===== config.mk =====
export PLATFORM = sky130hd
export DESIGN_NAME = ahb_spi_master
export DESIGN_NICKNAME = d
export VERILOG_FILES = /design/src/rtl/spi_ahb_pkg.sv /design/src/rtl/spi_shift_engine.sv /design/src/rtl/ahb_spi_master.sv
export SDC_FILE = /design/constraint.sdc
export NUM_CORES = 1
export LEC_CHECK = 0
export CELL_PAD_IN_SITES_DETAIL_PLACEMENT = 2
export CELL_PAD_IN_SITES_GLOBAL_PLACEMENT = 2
export CORE_MARGIN = 5
export CORE_UTILIZATION = 31
export DETAILED_ROUTE_END_ITERATION = 8
export GPL_TIMING_DRIVEN = 0
export PLACE_DENSITY_LB_ADDON = 0.08
export SLEW_MARGIN = 0
export SYNTH_ARGS = -nofsm -noshare
export SYNTH_HDL_FRONTEND = slang
export SYNTH_SLANG_ARGS = --single-unit

===== constraint.sdc =====
create_clock -name HCLK -period 5.2 [get_ports HCLK]
set_input_delay 1.04 -clock HCLK [delete_from_list [all_inputs] [get_ports HCLK]]
set_output_delay 1.04 -clock HCLK [all_outputs]
set_load 0.01 [all_outputs]

===== src/rtl/spi_ahb_pkg.sv =====
// Shared definitions for the AHB SPI master: register offsets, STATUS bit
// positions and the shift-engine state encoding.
package spi_ahb_pkg;

    localparam logic [1:0] REG_DATA   = 2'd0;
    localparam logic [1:0] REG_STATUS = 2'd1;
    localparam logic [1:0] REG_DIV    = 2'd2;
    localparam logic [1:0] REG_CS     = 2'd3;

    localparam int STAT_BUSY = 0;
    localparam int STAT_DONE = 1;

    typedef enum logic [1:0] {
        ST_IDLE  = 2'd0,
        ST_LOAD  = 2'd1,
        ST_SHIFT = 2'd2,
        ST_DONE  = 2'd3
    } spi_state_e;

endpackage


===== src/rtl/spi_shift_engine.sv =====
// Single-byte SPI mode-0 shift engine, MSB first: divider, edge counter,
// tx/rx shift registers and the SCLK/MOSI outputs.
module spi_shift_engine
    import spi_ahb_pkg::*;
(
    input  logic       clk_i,
    input  logic       rst_ni,
    input  logic       start_i,
    input  logic [7:0] tx_byte_i,
    input  logic [7:0] div_i,
    input  logic       miso_i,
    output logic       busy_o,
    output logic       done_pulse_o,
    output logic [7:0] rx_byte_o,
    output logic       sclk_o,
    output logic       mosi_o
);

    spi_state_e state_q, state_d;
    logic [7:0] div_lat_q;
    logic [7:0] div_cnt_q;
    logic [3:0] edge_cnt_q;
    logic [7:0] tx_q;
    logic [7:0] rx_q;
    logic       sclk_q;
    logic       mosi_q;
    logic       edge_tick;
    logic       last_edge;

    assign edge_tick = (state_q == ST_SHIFT) && (div_cnt_q == div_lat_q);
    assign last_edge = edge_tick && (edge_cnt_q == 4'd15);

    always_ff @(posedge clk_i or negedge rst_ni) begin
        if (!rst_ni) state_q <= ST_IDLE;
        else         state_q <= state_d;
    end

    always_comb begin
        state_d = state_q;
        unique case (state_q)
            ST_IDLE:  if (start_i) state_d = ST_LOAD;
            ST_LOAD:  state_d = ST_SHIFT;
            ST_SHIFT: if (last_edge) state_d = ST_DONE;
            ST_DONE:  state_d = ST_IDLE;
            default:  state_d = ST_IDLE;
        endcase
    end

    always_comb begin
        busy_o       = (state_q != ST_IDLE);
        done_pulse_o = (state_q == ST_DONE);
    end

    // The divider is captured at start so DIV writes mid-transfer only affect the next byte.
    always_ff @(posedge clk_i or negedge rst_ni) begin
        if (!rst_ni) begin
            div_lat_q  <= '0;
            div_cnt_q  <= '0;
            edge_cnt_q <= '0;
            tx_q       <= '0;
            rx_q       <= '0;
            sclk_q     <= 1'b0;
            mosi_q     <= 1'b0;
        end else begin
            unique case (state_q)
                ST_IDLE: begin
                    sclk_q <= 1'b0;
                    if (start_i) begin
                        tx_q      <= tx_byte_i;
                        div_lat_q <= div_i;
                    end
                end
                ST_LOAD: begin
                    mosi_q     <= tx_q[7];
                    div_cnt_q  <= '0;
                    edge_cnt_q <= '0;
                    sclk_q     <= 1'b0;
                end
                ST_SHIFT: begin
                    if (edge_tick) begin
                        div_cnt_q  <= '0;
                        sclk_q     <= ~sclk_q;
                        edge_cnt_q <= edge_cnt_q + 4'd1;
                        if (!sclk_q) begin
                            rx_q <= {rx_q[6:0], miso_i};
                        end else if (edge_cnt_q != 4'd15) begin
                            tx_q   <= {tx_q[6:0], 1'b0};
                            mosi_q <= tx_q[6];
                        end
                    end else begin
                        div_cnt_q <= div_cnt_q + 8'd1;
                    end
                end
                default: sclk_q <= 1'b0;
            endcase
        end
    end

    assign rx_byte_o = rx_q;
    assign sclk_o    = sclk_q;
    assign mosi_o    = mosi_q;

endmodule


===== src/rtl/ahb_spi_master.sv =====
// AHB-Lite slave front end for the SPI shift engine: address-phase capture,
// register file (DATA/STATUS/DIV/CS) and registered read data.
module ahb_spi_master
    import spi_ahb_pkg::*;
#(
    parameter logic [7:0] DIV_RESET = 8'h03,
    parameter logic       CS_RESET  = 1'b1
) (
    input  logic        HCLK,
    input  logic        HRESETn,
    input  logic        HSEL,
    input  logic [31:0] HADDR,
    input  logic [1:0]  HTRANS,
    input  logic        HWRITE,
    input  logic        HREADY,
    input  logic [31:0] HWDATA,
    output logic [31:0] HRDATA,
    output logic        HREADYOUT,
    output logic        HRESP,
    output logic        SPI_SCLK,
    output logic        SPI_MOSI,
    input  logic        SPI_MISO,
    output logic        SPI_CS_N
);

    logic        accept;
    logic        data_rd;
    logic        start;
    logic        busy;
    logic        done_pulse;
    logic [7:0]  rx_byte;
    logic        wr_q;
    logic [1:0]  addr_q;
    logic [31:0] hrdata_q;
    logic [31:0] rd_mux;
    logic [7:0]  rxdata_q;
    logic        done_q;
    logic [7:0]  div_q;
    logic        cs_q;
    logic        unused_bits;

    assign accept  = HSEL & HTRANS[1] & HREADY;
    assign data_rd = accept & ~HWRITE & (HADDR[3:2] == REG_DATA);
    assign start   = wr_q & (addr_q == REG_DATA) & ~busy;
    assign unused_bits = ^{HADDR[31:4], HADDR[1:0], HTRANS[0], HWDATA[31:8]};

    always_comb begin
        rd_mux = '0;
        unique case (HADDR[3:2])
            REG_DATA:   rd_mux[7:0] = rxdata_q;
            REG_STATUS: begin
                rd_mux[STAT_BUSY] = busy;
                rd_mux[STAT_DONE] = done_q;
            end
            REG_DIV:    rd_mux[7:0] = div_q;
            default:    rd_mux[0]   = cs_q;
        endcase
    end

    // Completion has priority over a same-cycle DATA read clearing done.
    always_ff @(posedge HCLK or negedge HRESETn) begin
        if (!HRESETn) begin
            wr_q     <= 1'b0;
            addr_q   <= '0;
            hrdata_q <= '0;
            rxdata_q <= '0;
            done_q   <= 1'b0;
            div_q    <= DIV_RESET;
            cs_q     <= CS_RESET;
        end else begin
            wr_q   <= accept & HWRITE;
            addr_q <= HADDR[3:2];
            if (accept && !HWRITE) hrdata_q <= rd_mux;
            if (done_pulse) begin
                rxdata_q <= rx_byte;
                done_q   <= 1'b1;
            end else if (start || data_rd) begin
                done_q <= 1'b0;
            end
            if (wr_q && addr_q == REG_DIV) div_q <= HWDATA[7:0];
            if (wr_q && addr_q == REG_CS)  cs_q  <= HWDATA[0];
        end
    end

    spi_shift_engine u_eng (
        .clk_i        (HCLK),
        .rst_ni       (HRESETn),
        .start_i      (start),
        .tx_byte_i    (HWDATA[7:0]),
        .div_i        (div_q),
        .miso_i       (SPI_MISO),
        .busy_o       (busy),
        .done_pulse_o (done_pulse),
        .rx_byte_o    (rx_byte),
        .sclk_o       (SPI_SCLK),
        .mosi_o       (SPI_MOSI)
    );

    assign HRDATA    = hrdata_q;
    assign HREADYOUT = 1'b1;
    assign HRESP     = 1'b0;
    assign SPI_CS_N  = cs_q;

endmodule


; ---- Yosys cells after proc, flatten, opt, wreduce, memory -nomap -nowiden
; Index checks and enable logic that the tools add are counted.
[totals]
output_inout_bits = 37
in_bits = 72
ff_bits = 69
[classes]
n_reduce_logical = 20
n_mux = 23
bitwise = 10
add_sub_neg = 2
eq_ne = 15
[ops]
columns = cell, n
row1 = $mux 8, 5
row2 = $pmux 8 s2, 2
row3 = $pmux 6 s2, 1
row4 = $eq 2x2->1 const B, 5
row5 = $add 8x1->8 const B, 1
row6 = $eq 8x8->1, 1
row7 = $pmux 2 s4, 1
row8 = $pmux 4 s2, 1
row9 = $reduce_bool 2->1, 4
row10 = $and 1x1->1, 7
row11 = $mux 1, 7
row12 = $logic_not 2->1, 3
row13 = $ne 2x1->1 const B, 3
row14 = $pmux 1 s3, 2
row15 = $reduce_and 2->1, 3
row16 = $logic_and 1x1->1, 5
row17 = $reduce_and 5->1, 1
row18 = $add 4x1->4 const B, 1
row19 = $eq 2x1->1 const B, 2
row20 = $eq 4x4->1 const B, 1
row21 = $mux 2, 2
row22 = $mux 4, 1
row23 = $ne 2x2->1 const B, 2
row24 = $ne 4x4->1 const B, 1
row25 = 6 further kinds, 8

; ---- Logic depth before layout (Yosys ltp)
; Gate-level depths: netlist (run 1).
[depth]
word_depth = 7
depth_mapped = 9
depth_no_buf = 7

; ---- By module
; A second synthesis (run 1) with hierarchy kept.
[hier_totals]
hier_cells = 312
area_unflattened_um2 = 3435.8
[by_module_without_submodules]
columns = mod, instances, cells_per_inst, area_per_inst_um2, seq_area_each_um2
row1 = spi_shift_engine, 1, 201, 2034.5, 1001.0
row2 = ahb_spi_master, 1, 111, 1401.3, 729.4

; ---- Worst setup path after synthesis (run 1)
; Ideal clock, no wire load.
[synth_path]
path_kind = reg-to-reg
from = reg u_eng.state_q[0]
to = reg u_eng.rx_q[0], in the netlist u_eng.rx_byte_o[0]
stages_incl_launch_ff = 7
path_buffers = 1
arrival_time_ps = 1759
setup_ps = 125
t_required_ps = 5075
setup_slack_ps = 3316
path_cell_list = dfrtp_1 inv_1 ha_1 inv_1 buf_2 nor4_4 mux2_2
[synth_between]
elab_chain_len = 3
[synth_lines]
columns = item, line
row1 = from (decl), spi_shift_engine.sv:19  ; spi_state_e state_q, state_d;
row2 = from (signal assigned), spi_shift_engine.sv:35  ; else state_q <= state_d;
row3 = $eq 2x2->1 (*), "spi_shift_engine.sv:30, spi_shift_engine.sv:65"
row4 = $logic_and 1x1->1, spi_shift_engine.sv:30  ; assign edge_tick = (state_q == ST_SHIFT) && (div_cnt_q == div_lat_q);
row5 = $reduce_and 3->1 (no line) (*), -
row6 = to (signal assigned), spi_shift_engine.sv:85  ; rx_q <= {rx_q[6:0], miso_i};
row7 = to (decl), spi_shift_engine.sv:24  ; logic [7:0] rx_q;
; Every way passes the cells marked *; elsewhere a longest branch is shown, timed or not.
; A chain may end at the register's enable or synchronous reset.

; ---- Final worst setup path (run 1)
[layout_path]
from = reg cs_q, in the netlist SPI_CS_N
to = out SPI_CS_N
[layout_rtl]
columns = item, line
row1 = from (decl), ahb_spi_master.sv:39  ; logic cs_q;
row2 = from (signal assigned), ahb_spi_master.sv:81  ; if (wr_q && addr_q == REG_CS) cs_q <= HWDATA[0];
row3 = to (decl), ahb_spi_master.sv:23  ; output logic SPI_CS_N
; No word-level cell between the ends.

==> results of run 1 <==
[where the power goes]
group	switching [mW]	total (mW)	leakage, nW	internal (mW)
logic	0.461	0.828	0.860	0.367
registers	0.137	0.844	0.876	0.707
clock network	0.237	0.585	0.141	0.348
total	0.835	2.26	1.88	1.42
[per-layer routing]
metal	wire length, um	part of all wire, %
met5	0	0
met4	203	2.2
met2	4140	45
met1	4430	49
met3	331	3.6
[metrics by stage]
stage	utilization (%)	setup slack (ps)	hold slack, ps
after detailed placement	37.0	2470	475
after floorplan	-	3320	475
after CTS	39.6	2730	489
final	39.6	2750	482
after global routing	39.6	2700	508
after global placement	36.8	513	467
[registers in the layout, summed over array words and instances (netlist names)]
register and count:
u_eng.state_q 2, u_eng.div_cnt_q 8, rxdata_q 8, u_eng.mosi_o 1, div_q 8, wr_q 1, u_eng.edge_cnt_q 4, u_eng.sclk_o 1
u_eng.tx_q 8, done_q 1, u_eng.rx_byte_o 8, HRDATA 8, addr_q 2, u_eng.div_lat_q 8, SPI_CS_N 1
[synth_stat cells, types with 3 or more instances]
master,n,area (um2)
nand2_1,22,82.6
dfstp_2,3,78.8
or3_1,8,50.1
ha_1,5,62.6
xnor2_1,10,87.6
nor2b_1,3,18.8
o221ai_1,4,35.0
a21oi_1,4,20.0
mux2i_1,7,70.1
a211oi_1,14,105
nand3_1,6,30.0
nand2b_1,3,18.8
inv_1,10,37.5
dfrtp_1,66,1650
nand4_1,6,37.5
buf_4,26,195
o21ai_0,12,60.1
o31ai_1,7,52.6
mux2_2,34,383
nor2_1,11,41.3
clkbuf_1,12,45.0
[cells in the final DEF (no fill, tap or decap), types with 3 or more instances in the layout]
cell and n:
dfrtp_1 66, mux2_2 34, buf_4 27, conb_1 26
clkdlybuf4s50_1 26, nand2_1 22, a211oi_1 14, clkbuf_1 12
o21ai_0 12, nor2_1 11, inv_1 10, xnor2_1 10
clkbuf_16 9, or3_1 8, mux2i_1 7, o31ai_1 7
nand4_1 6, nand3_1 6, ha_1 5, o221ai_1 4
a21oi_1 4, dfstp_2 3, nor2b_1 3, nand2b_1 3
[cell type report]
cell class	count	area (um2)
clock inverters	5	35.0
repair buffers	28	295
multi-input cells	215	1530
inverters	10	37.5
clock buffers	11	253
fillers	1187	6600
plain buffers	42	272
well taps	140	175
flip-flops and latches	69	1730
[logic make-up (layout without fill, tap and decap cells)]
kind of cell / Yosys count / in the layout / synth area share (%)
XOR/XNOR: 12 / 12 / 3.02
multiplexers: 42 / 42 / 13.3
adder cells (fa/ha/maj): 5 / 5 / 1.80
buffers and inverters: 52 / 96 / 8.87
other: 2 / 26 / 0.216
AO/OA/AOI/OAI: 54 / 54 / 10.8
AND/OR/NAND/NOR: 76 / 76 / 12.3
flip-flops: 69 / 69 / 49.7
[how the worst max path moves through the flow]
| stage | startpoint | endpoint | depth (start not counted) |
|---|---|---|---|
| 2_1_floorplan | u_eng.state_q[0] | u_eng.rx_byte_o[0] | 6 |
| 3_3_place_gp | HRESETn | HRDATA[7] | 1 |
| 3_5_place_dp | HADDR[3] | HRDATA[0] | 6 |
| 4_1_cts | SPI_CS_N | SPI_CS_N | 1 |
| 5_1_grt | HADDR[3] | HRDATA[0] | 6 |
| 6_report | SPI_CS_N | SPI_CS_N | 1 |
==> flow_summary.toml, run 1 <==
[drt]
via_per_inst = 4.80
drt_wl_total_um = 9100
wl_per_cell_um = 17.5
antenna_left = 0
drc = 0
firstDrtPassIters = 4
route.vias.total = 2496
first_iter_violations = 43

[clock_network]
cts_buffers = 9
worst_skew_pair.late_latency_ps = 340
path_clk_slew_ps = 60
cts.path.max_buffers = 2
cts_hold_buf = 0
clock_sinks = 69
cts_tree = "yes"
ctsRootBufferMaster = "clkbuf_16"
cts.htree.levels = 3
cts_resized = 0
post-cts-setup-buffers = 0

[synthesis]
async_flop_share_pct = 100
synth_edf_count = 0
yosys_warnings = 0
netlist_instances = 312
synth_seq_cells = 69
syn_area_per_cell_um2 = 11.2
yosysUniqueCellTypes = 49
ys.flop_type = "dfrtp_1"
yosysSeqAreaShare_pct = 49.7
synth_area_um2 = 3480

[finish]
stdcell_area_um2 = 4330
insertedDiodeCount = 0
drive_above_1_share_pct = 23.4
syn_to_final_growth_pct = 24.4
finalNonFillerCells = 520
layout.nets = 452

[setup_path]
crit_path_end_kind = "output pin"
rr_endpoint = "u_eng.rx_byte_o[6]"
worst-path-buf-inv = 1
r2r_setup_slack_ps = 2960
crit_arrival_ps = 1410
crit_path_max_incr_delay_ps = 540
startpoint_type = "flop"
cp.required_ps = 4160
crit_family = "flip-flops"
critPathKind = "reg2out"
slowest_stage = "dfstp_2"
crit_chain = "clkdlybuf4s50_1"
r2r_start = "u_eng.state_q[0]"
path_max_fanout = 3
rr_worst_depth = 6

[global_route]
use_met1_pct = 20.8
grt_pass1_vias = 2775
grt.total_usage_pct = 15.1
grt_pass1_wl_um = 15300
antenna_found_initial = 0
grt_use_met2_pct = 23.1
overflow = 0
met3_usage_pct = 2.72
grt_max_degree = 45
grt.busiest_layer = "met2"

[placement]
place.gp.congestion = 0.725
portBuffers = 27
dp_hpwl_um = 6670
dpl.cell_count = 504
placed_cell_area_um2 = 4040

[status]
status = "complete, no violations"

[worst_hold_path]
min_path_type = "reg2reg"
min_from = "HRDATA[1]"
hold_depth = 2
holdPathEnd = "HRDATA[1]"

[power_and_ir_drop]
p_per_area_nw_per_um2 = 521
leakage_nw = 1.88
power_mw = 2.26
peakVddDrop_uv = 203

[sta]
tightestPinTransition_ps = 653
slew_headroom_pct = 56.2
rsz0062_at_grt = "false"
finalCritPeriodShare_pct = 47.1
setup_viol = 0
clock_skew_ps = 8.70
tns_ps = 0
max_freq_mhz = 408
slew_viol_final = 0
timing.final.crit_period_ps = 2450
finalHoldViolCount = 0

[die]
start_util_pct = 31.9
die_area_um2 = 13500
fp.dieW_um = 116
ioPinCount = 109
die_h_um = 116
rows = 38
core_um2 = 10900

[flow_run]
cap_violations = 0
No activity file was read; power rests on OpenSTA's default activity.
==> run 2, diff against run 1 <==
--- a/config.mk
+++ b/config.mk
@@ -8,7 +8,7 @@
 export CELL_PAD_IN_SITES_DETAIL_PLACEMENT = 2
 export CELL_PAD_IN_SITES_GLOBAL_PLACEMENT = 2
 export CORE_MARGIN = 5
-export CORE_UTILIZATION = 31
+export CORE_UTILIZATION = 29
 export DETAILED_ROUTE_END_ITERATION = 8
 export GPL_TIMING_DRIVEN = 0
 export PLACE_DENSITY_LB_ADDON = 0.08
==> constraint.sdc (replaced) <==
create_clock -name HCLK -period 2.4 [get_ports HCLK]
set_input_delay 0.48 -clock HCLK [delete_from_list [all_inputs] [get_ports HCLK]]
set_output_delay 0.48 -clock HCLK [all_outputs]
set_load 0.01 [all_outputs]
==> flow_summary.toml, run 2 (same netlist as run 1, synthesis figures left out) <==
[worst_hold_path]
min_path_type = "in2async"

[finish]
drive_above_1_share_pct = 23.7
finalNonFillerCells = 526
final_common_cell = "dfrtp_1"
syn_to_final_growth_pct = 26.2
layout.nets = 451
insertedDiodeCount = 0
fin_util_pct = 36.9
final_cell_mix = "dfrtp_1, mux2_2, buf_4"

[placement]
portBuffers = 27
dp_hpwl_um = 6660
dpl.cell_count = 511
place.gp.congestion = 0.717

[die]
rows = 40
core_um2 = 11900
ioPinCount = 109
start_util_pct = 29.2
die_h_um = 120
fp.dieW_um = 120
die_area_um2 = 14300

[power_and_ir_drop]
leakage_nw = 1.91
seq_power_share_pct = 35.3
switching_share_pct = 35.4
p_switching_mw = 1.83
p_per_area_nw_per_um2 = 1180
clkPwrFrac_pct = 30.2
peakVddDrop_uv = 358
p_int_mw = 3.34
p_comb_share_pct = 34.4

[setup_path]
crit_arrival_ps = 2410
critPathKind = "reg2reg"
startpoint_type = "flop"
crit_path_end_kind = "flop"
crit_chain = "xnor2_1 > nand4_2 > nor4_4 > mux2_2"
path_max_fanout = 8
slowest_stage = "nor4_4"
cp.required_ps = 2620
crit_path_max_incr_delay_ps = 690

[drt]
wl_per_cell_um = 17.4
first_iter_violations = 75
route.vias.total = 2539
drc = 0
drt_wl_total_um = 9170
via_per_inst = 4.83
firstDrtPassIters = 4
antenna_left = 0

[sta]
setup_viol = 0
max_freq_mhz = 457
timing.final.crit_period_ps = 2190
finalCritPeriodShare_pct = 91.3
rsz0062_at_grt = "false"
whs_ps = 42.9
clock_skew_ps = 7.06
slew_headroom_pct = 55.5
slew_viol_final = 0
finalHoldViolCount = 0
tightestPinTransition_ps = 663

[status]
status = "complete, no violations"

[clock_network]
cts.path.max_buffers = 2
cts_buffers = 9
cts_tree = "yes"
path_clk_slew_ps = 60
post-cts-setup-buffers = 0
cts_resized = 0
worst_skew_pair.late_latency_ps = 340
cts.htree.levels = 3
clock_sinks = 69
cts_hold_buf = 0
ctsRootBufferMaster = "clkbuf_16"

[global_route]
grt_pass1_wl_um = 15700
grt.total_usage_pct = 14.1
antenna_found_initial = 0
grt_pass1_vias = 2866
overflow = 0
grt_max_degree = 48

[flow_run]
cap_violations = 0
[run 2: metrics by stage]
step / power [mW] / setup slack (ps) / TNS [ps] / area (um2)
2_1_floorplan: 3.02 / 516 / 0 / 3570
3_3_place_gp: 3.61 / -1750 / -118220 / 4030
3_5_place_dp: 3.67 / 64.5 / 0 / 4050
4_1_cts: 5.28 / 40.8 / 0 / 4400
5_1_grt: 5.56 / 94.5 / 0 / 4400
6_report: 5.18 / 210 / 0 / 4400
[run 2: final cells by class]
cell class,instances,area [um2]
Buffer,41,269
Clock buffer,9,225
Clock inverter,7,121
Fill cell,1303,7510
Inverter,10,37.5
Multi-Input combinational cell,215,1530
Sequential cell,69,1730
Tap cell,147,184
Timing Repair Buffer,28,295
[run 2: path summary, 6_finish.rpt]
check                                        start                  end  slack (ps)  cells after the start
worst min-delay path                       HRESETn  u_eng.edge_cnt_q[1]          40                      1
worst max register to register  u_eng.div_cnt_q[0]   u_eng.rx_byte_o[6]         210                      4
max in group asynchronous                  HRESETn             SPI_CS_N        1740                      2
worst max-delay path            u_eng.div_cnt_q[0]   u_eng.rx_byte_o[6]         210                      4
worst min register to register           HRDATA[6]            HRDATA[6]         480                      2
min in group HCLK                        HRDATA[6]            HRDATA[6]         480                      2
[run 2: worst max-delay path: cells and delay by family, from the launching register on]
kind | cells | cell delay, ps
mux | 1 | 410
simple gates | 2 | 930
xor+xnor | 1 | 230
flops | 1 | 490
[run 2: routing by layer]
layer	up-vias	track usage, %	part of all wire, %
met2	50	21.3	45
met4	0	6.66	1.8
met3	11	3.06	3.6
met1	1286	19.1	49
li1	1192	-	-
met5	-	0	0
[run 2: power by group through the flow]
stage	Sequential (mW)	Clock [mW]	Combinational [mW]
after floorplan	1.75	0	1.27
after global placement	1.84	0	1.77
after detailed placement	1.86	0	1.81
after CTS	1.84	1.62	1.83
after global routing	1.89	1.67	2.00
final	1.83	1.57	1.78
